`src/rtl/avs_mm_crc_engine.sv`:
```
// Avalon-MM slave CRC accelerator with configurable width, polynomial, init,
// xorout, reflection and bus width. Enabled bytes of a DATA write are folded
// into the CRC one per clock, lowest lane first, while the master is stalled
// on any access that would observe or disturb the in-flight result.
module avs_mm_crc_engine #(
   parameter int          DATA_W  = 32,
   parameter int          CRC_W   = 32,
   parameter logic [31:0] POLY    = 32'h04C11DB7,
   parameter logic [31:0] INIT    = 32'hFFFFFFFF,
   parameter logic [31:0] XOROUT  = 32'hFFFFFFFF,
   parameter int          REFLECT = 1
) (
   input  logic                clk,
   input  logic                reset,
   input  logic [7:0]          avs_address,
   input  logic                avs_read,
   output logic [DATA_W-1:0]   avs_readdata,
   input  logic                avs_write,
   input  logic [DATA_W-1:0]   avs_writedata,
   input  logic [DATA_W/8-1:0] avs_byteenable,
   output logic                avs_waitrequest
);

   localparam int NB = DATA_W / 8;

   localparam logic [7:0] ADDR_DATA   = 8'h00;
   localparam logic [7:0] ADDR_CTRL   = 8'h01;
   localparam logic [7:0] ADDR_STATUS = 8'h02;
   localparam logic [7:0] ADDR_RAW    = 8'h03;
   localparam logic [7:0] ADDR_COUNT  = 8'h04;

   function automatic logic [CRC_W-1:0] bit_rev(input logic [CRC_W-1:0] v);
      logic [CRC_W-1:0] r;
      r = '0;
      for (int i = 0; i < CRC_W; i++) r[i] = v[CRC_W-1-i];
      return r;
   endfunction

   localparam logic [CRC_W-1:0] POLY_N   = POLY[CRC_W-1:0];
   localparam logic [CRC_W-1:0] POLY_R   = bit_rev(POLY[CRC_W-1:0]);
   localparam logic [CRC_W-1:0] INIT_N   = INIT[CRC_W-1:0];
   localparam logic [CRC_W-1:0] XOROUT_N = XOROUT[CRC_W-1:0];

   // One byte of CRC as eight unrolled bit-serial steps.
   function automatic logic [CRC_W-1:0] crc_byte(input logic [CRC_W-1:0] c_in,
                                                 input logic [7:0] b);
      logic [CRC_W-1:0] c;
      c = c_in;
      if (REFLECT != 0) begin
         c[7:0] = c[7:0] ^ b;
         for (int k = 0; k < 8; k++) c = c[0] ? ((c >> 1) ^ POLY_R) : (c >> 1);
      end else begin
         c[CRC_W-1 -: 8] = c[CRC_W-1 -: 8] ^ b;
         for (int k = 0; k < 8; k++) c = c[CRC_W-1] ? ((c << 1) ^ POLY_N) : (c << 1);
      end
      return c;
   endfunction

   typedef enum logic {IDLE, BUSY} state_t;

   state_t             state;
   logic [CRC_W-1:0]   crc;
   logic [31:0]        count;
   logic [NB-1:0]      mask;
   logic [DATA_W-1:0]  data;

   logic               busy;
   logic               stall_addr;
   logic               wr_acc;
   logic               rd_acc;
   logic [7:0]         lane_byte;
   logic [NB-1:0]      next_mask;
   logic [63:0]        rd_word;

   assign busy       = (state == BUSY);
   assign stall_addr = (avs_address == ADDR_DATA) || (avs_address == ADDR_CTRL) ||
                       (avs_address == ADDR_RAW);

   // Stall only accesses that touch the CRC while bytes are still in flight;
   // reset always releases the bus.
   assign avs_waitrequest = reset && busy && (avs_read || avs_write) && stall_addr;
   assign wr_acc          = reset && avs_write && !avs_waitrequest;
   assign rd_acc          = reset && avs_read && !avs_write && !avs_waitrequest;

   // Pick the lowest pending lane and drop it from the remaining mask.
   always_comb begin
      lane_byte = '0;
      for (int i = NB - 1; i >= 0; i--) begin
         if (mask[i]) lane_byte = data[i*8 +: 8];
      end
      next_mask = mask & (mask - NB'(1));
   end

   // Register readback mux; unused addresses and unaccepted cycles return 0.
   always_comb begin
      rd_word = '0;
      case (avs_address)
         ADDR_DATA:   rd_word = 64'(crc ^ XOROUT_N);
         ADDR_STATUS: rd_word = 64'(busy);
         ADDR_RAW:    rd_word = 64'(crc);
         ADDR_COUNT:  rd_word = 64'(count);
         default:     rd_word = '0;
      endcase
      avs_readdata = rd_acc ? rd_word[DATA_W-1:0] : '0;
   end

   // Control FSM: latch a DATA word in IDLE, then fold one byte per clock.
   always_ff @(posedge clk) begin
      if (!reset) begin
         state <= IDLE;
         crc   <= INIT_N;
         count <= '0;
         mask  <= '0;
         data  <= '0;
      end else begin
         case (state)
            IDLE: begin
               if (wr_acc) begin
                  if (avs_address == ADDR_DATA && avs_byteenable != '0) begin
                     data  <= avs_writedata;
                     mask  <= avs_byteenable;
                     state <= BUSY;
                  end else if (avs_address == ADDR_CTRL && avs_writedata[0]) begin
                     crc   <= INIT_N;
                     count <= '0;
                  end
               end
            end
            BUSY: begin
               crc   <= crc_byte(crc, lane_byte);
               count <= count + 32'd1;
               mask  <= next_mask;
               if (next_mask == '0) state <= IDLE;
            end
            default: state <= IDLE;
         endcase
      end
   end

endmodule

```
`config.mk`:
```
export PLATFORM = sky130hd
export DESIGN_NAME = avs_mm_crc_engine
export DESIGN_NICKNAME = d
export VERILOG_FILES = /design/src/rtl/avs_mm_crc_engine.sv
export SDC_FILE = /design/constraint.sdc
export NUM_CORES = 1
export LEC_CHECK = 0
export ABC_AREA = 1
export ABC_CLOCK_PERIOD_IN_PS = 4100
export CORE_UTILIZATION = 40
export DETAILED_ROUTE_END_ITERATION = 6
export HOLD_SLACK_MARGIN = 0.05
export PLACE_DENSITY = 0.63
export SLEW_MARGIN = 25
export SYNTH_ARGS = -nofsm -noshare
export SYNTH_HDL_FRONTEND = slang
export SYNTH_SLANG_ARGS = --single-unit
```
`constraint.sdc`:
```
create_clock -name clk -period 4.1 [get_ports clk]
set_input_delay 0.41 -clock clk [delete_from_list [all_inputs] [get_ports clk]]
set_output_delay 0.41 -clock clk [all_outputs]
set_load 0.01 [all_outputs]
```
Yosys cells after proc, flatten, opt, wreduce, memory -nomap -nowiden
Index checks and enable logic that the tools add are counted.
- bits in registers: 101
- bits of input ports: 48
- output and inout bits: 33
- word-level logic and storage cells: 77
- add/subtract/negate cells: 2
- eq/ne operators: 8
- muxes and demuxes: 29
- bitwise gates (word level): 12
- reduce and logical (&&, ||, !) cells: 21
- operators by type and width (cell ; count):
    $mux 32 ; 15
    $pmux 32 s2 ; 2
    $pmux 32 s4 ; 1
    $not 13->14 ; 8
    $add 32x1->32 const B ; 1
    $mux 8 ; 4
    $not 32->32 ; 1
    $eq 8x2->1 const B ; 2
    $logic_and 1x1->1 ; 10
    $eq 8x1->1 const B ; 1
    $eq 8x3->1 const B ; 1
    $logic_not 8->1 ; 1
    $mux 4 ; 2
    $ne 2x2->1 const B ; 4
    $pmux 4 s2 ; 1
    $xor 8x8->8 ; 1
    $reduce_and 3->1 ; 2
    $and 4x4->4 ; 1
    $logic_not 4->1 ; 1
    $reduce_bool 4->1 ; 1
    $sub 4x1->4 const B ; 1
    $logic_or 1x1->1 ; 3
    $mux 1 ; 3
    $logic_not 1->1 ; 2
    other kinds (3) ; 3

Logic depth before layout (Yosys ltp)
- depth in word-level cells: 22
- depth in mapped cells: 17
- gate-level depth less buffers: 17

Worst setup path after synthesis
No wires, ideal clock.
- path kind: input to output
- start point: input port avs_address[3]
- end point: output port avs_readdata[11]
- arrival: 1.677 ns
- data required time: 3.690 ns
- slack: 2.013 ns
- stages on the path: 7
- buffers on the path: 1
- path through: or2_1 -> nor3_1 -> nand3_1 -> clkinv_1 -> buf_1 -> a21oi_1 -> nor2_1
- cells in the longest elaborated chain, start to end: 7
- elaborated cells on any way between the ends: 12
- those cells by class: eq/ne (4); mux (2); reduce/logical (6)
- ends and longest elaborated chain (what ; line ; text):
    start: declaration ; 15 ; input logic [7:0] avs_address,
    $eq 8x1->1 or $logic_not 8->1 (tied branches) ; 76, 97 ;
    $logic_or 1x1->1 (2 in series) ; 76 ; assign stall_addr = (avs_address == ADDR_DATA) || (avs_address == ADDR_CTRL) ||
    $logic_and 1x1->1 ; 81 ; assign avs_waitrequest = reset && busy && (avs_read || avs_write) && stall_addr;
    $logic_not 1->1 ; 83 ; assign rd_acc = reset && avs_read && !avs_write && !avs_waitrequest;
    $logic_and 1x1->1 ; 83 ;
    $mux 32 (*) ; 104 ; avs_readdata = rd_acc ? rd_word[DATA_W-1:0] : '0;
    end: declaration ; 17 ; output logic [DATA_W-1:0] avs_readdata,
Every way passes the cells marked *; elsewhere a longest branch is shown, timed or not.

Worst setup path in the final report
- start point: input port avs_address[1]
- end point: output port avs_readdata[4]
The elaborated chain is that of the path after synthesis.

==> out/results.ini <==
[yosys]
ys.flop_type=sky130_fd_sc_hd__dfxtp_1
largest_family_of_logic_cells_by_synthesized_area=simple AND/OR/NAND/NOR gates
synth-simple-area-share=0.357
synth_top_cell_area_share=0.315
number_of_instances_in_the_synthesized_netlist=1006
synth.cells.most_frequent=sky130_fd_sc_hd__nand2_1, sky130_fd_sc_hd__nor2_1, sky130_fd_sc_hd__dfxtp_1, sky130_fd_sc_hd__inv_1, sky130_fd_sc_hd__a21oi_1
netlist_area_um2=6420
yosys.cell_count.top_type=sky130_fd_sc_hd__nand2_1
synth_edf_count=0
yosysWarnings=0
synth_area_leader_cell=sky130_fd_sc_hd__dfxtp_1
yosys.area_share.xor_xnor=0.0244
synthesis.area_per_instance_um2=6.38
synth.area.top_cells=sky130_fd_sc_hd__dfxtp_1, sky130_fd_sc_hd__nand2_1, sky130_fd_sc_hd__nor2_1
synth.mux.area_fraction=0
mappedNetlistNets=1055
yosys.area_share.adder=0.00195
synth_compound_gate_area_share=0.206
synth-async-reset-ratio=0
seq_area_frac_synth=0.315
post_synth_num_cell_types=46
synth.ff_latch_count=101

[sta]
finalHoldViolCount=0
worst_pin_slew_ps=944
setup_viol=0
timing_max_transition_violations_final=0
period_minus_slack_ps=3640
rsz0062_at_grt=no
final.period_utilization=0.889
maxSlewHeadroom=0.370
setup_total_negative_slack_ps=0
clock_skew_ps=11.2
max_clock_freq_ghz=0.274

[global_routing]
grt_start_max_net_pins=64
grt_antenna_before_repair=0
first_global_vias=6100
grt_pass1_wl_mm=31.6
gr-total-overflow=0
gr-usage-all-layers=0.247

[placed_design]
detailed_place.area_um2=7330
io_buffers=80
routabilityCongestion=0.906
dp_hpwl_mm=14.2

[die]
fp.coreArea_um2=15400
design.portCount=81
rows=45
chipHeight_um=129
die_area_um2=16600
initial_core_util=0.416
dieWidth_um=129

[power_and_ir_drop]
vdd_ir_drop_max_mv=0.192
switching_power_uw=494
p_seq_frac=0.501
pwr-share-clk=0.450
sw_frac_of_total=0.252
power_frac_comb=0.049
internal-power_uw=1470
design_power_total_uw=1960
power_per_cell_area_nw_per_um2=257
power.leakage_uw=0.00293

[cts]
clock-sinks=101
post_cts.repair.setup_buffers=0
root_buffer=sky130_fd_sc_hd__clkbuf_16
insertion_delay_ps=360
cts_htree_levels=3
clkTransAtPathRegs_ps=80
cts-buffers-inserted=9
ctsHoldBuffers=0
tritoncts=built
cts_max_path_buffers=2
cts.repair.resized=0

[layout]
multi_input_comb_area_um2=3790
flow.area_growth_from_synthesis_pct=18.7
postLayoutCellArea_um2=7620
layout_nets=1109
layout-drive-gt1-share=0.0845
filler_cell_count=1657
final_core_utilization=0.494
n_antenna_cell=0
register_area_um2=2020

[route]
wire_per_inst_um=15.4
totalWireLength_mm=19.7
drc_errors=0
detail_route.vias_per_cell=5.32
drc_marker_count_from_the_first_detailed_route_iteration=531
drt_pass1_iterations=5
ant_nets=0
detailroute.via_count=6786

[job]
maxCapViolations=0

[worst_setup_path]
critical_path.endpoint_type=output pin
crit_required_ps=3690
startpoint_type=input pin
crit_type=input pin to output pin
worstPathArrival_ps=3230
critPathMaxFanout=31
regToRegSetupSlack_ps=1690

[outcome]
run_status=completed

[hold_path]
hp-class=register to register

## per-layer routing
layer  up-vias  wire length (µm)  GRT usage
li1       3438                 -          -
met1      3135              9090      0.331
met2       190              8990      0.403
met3        23              1220     0.0412
met4         0               357     0.0810
met5         -                 0          0
## cell usage in the layout, fill, tap and decap left out, types with 2 or more instances in the layout
master,count
sky130_fd_sc_hd__nand2_1,239
sky130_fd_sc_hd__inv_6,2
sky130_fd_sc_hd__inv_1,93
sky130_fd_sc_hd__o21ai_0,72
sky130_fd_sc_hd__o21ai_1,9
sky130_fd_sc_hd__a31oi_1,2
sky130_fd_sc_hd__dfxtp_1,101
sky130_fd_sc_hd__inv_2,8
sky130_fd_sc_hd__nor3_1,12
sky130_fd_sc_hd__inv_8,4
sky130_fd_sc_hd__nand2_2,20
sky130_fd_sc_hd__clkdlybuf4s50_1,79
sky130_fd_sc_hd__nand3b_1,3
sky130_fd_sc_hd__nand2_4,7
sky130_fd_sc_hd__nand3_2,8
sky130_fd_sc_hd__a21oi_1,84
sky130_fd_sc_hd__clkinv_1,3
sky130_fd_sc_hd__nor4_1,2
sky130_fd_sc_hd__nor2_2,3
sky130_fd_sc_hd__nand4_1,7
sky130_fd_sc_hd__xor2_1,16
sky130_fd_sc_hd__buf_4,8
sky130_fd_sc_hd__nor2_1,125
sky130_fd_sc_hd__nor2_4,10
sky130_fd_sc_hd__nor3_2,3
sky130_fd_sc_hd__o22ai_1,24
sky130_fd_sc_hd__o211ai_1,13
sky130_fd_sc_hd__nand3_1,63
sky130_fd_sc_hd__a221oi_1,13
sky130_fd_sc_hd__clkbuf_16,9
sky130_fd_sc_hd__a211oi_1,7
## worst max-delay path, stage by stage
cell and delay (ps):
sky130_fd_sc_hd__clkdlybuf4s50_1 520, sky130_fd_sc_hd__nor2_1 80, sky130_fd_sc_hd__nand3b_1 80, sky130_fd_sc_hd__nor2_1 50, sky130_fd_sc_hd__inv_1 480, sky130_fd_sc_hd__a21oi_1 160
sky130_fd_sc_hd__inv_1 730, sky130_fd_sc_hd__nor2_1 180, sky130_fd_sc_hd__clkdlybuf4s50_1 530
## state kept, by name, summed over array words and instances (netlist names)
name   cells
busy       1
count     32
crc       32
data      32
mask       4
## power groups by stage
stage	registers, µW	clock network (µW)	logic [µW]
after floorplan	1000	0	35.9
after global placement	1010	0	94.8
after detailed placement	1010	0	94.7
after CTS	982	897	95.3
after global routing	982	933	104
final	982	883	95.3
## per-stage QoR
| stage | hold WS [ps] | cells | worst slack [ps] |
|---|---|---|---|
| 2_1_floorplan | 429 | 1006 | 2010 |
| 3_3_place_gp | 443 | 1260 | 489 |
| 3_5_place_dp | 450 | 1260 | 460 |
| 4_1_cts | 461 | 1276 | 456 |
| 5_1_grt | 486 | 1276 | 232 |
| 6_report | 459 | 1276 | 457 |
## cell type report
| type | count | area share |
|---|---|---|
| clock buffers | 9 | 0.0295 |
| clock inverters | 7 | 0.00935 |
| inverters | 105 | 0.0520 |
| multi-input cells | 755 | 0.497 |
| flip-flops and latches | 101 | 0.265 |
| well taps | 211 | 0.0346 |
| repair buffers | 88 | 0.112 |
## path summary, 6_finish.rpt
path	start	endpoint	depth (start not counted)
max reg2reg	mask[0]$_SDFFE_PN0P_	crc[25]$_SDFFE_PN1P_	15
min reg2reg	data[9]$_SDFFE_PN0P_	data[9]$_SDFFE_PN0P_	2
min	data[9]$_SDFFE_PN0P_	data[9]$_SDFFE_PN0P_	2
max	avs_address[1]	avs_readdata[4]	9
## kinds of logic (layout without fill, tap and decap cells)
family | Yosys count | after routing
AO/OA/AOI/OAI | 232 | 232
adder cells (fa/ha/maj) | 1 | 1
flip-flops | 101 | 101
buffers and inverters | 150 | 209
XOR/XNOR | 17 | 17
AND/OR/NAND/NOR | 505 | 505
Power figures use the tool's default switching activity.
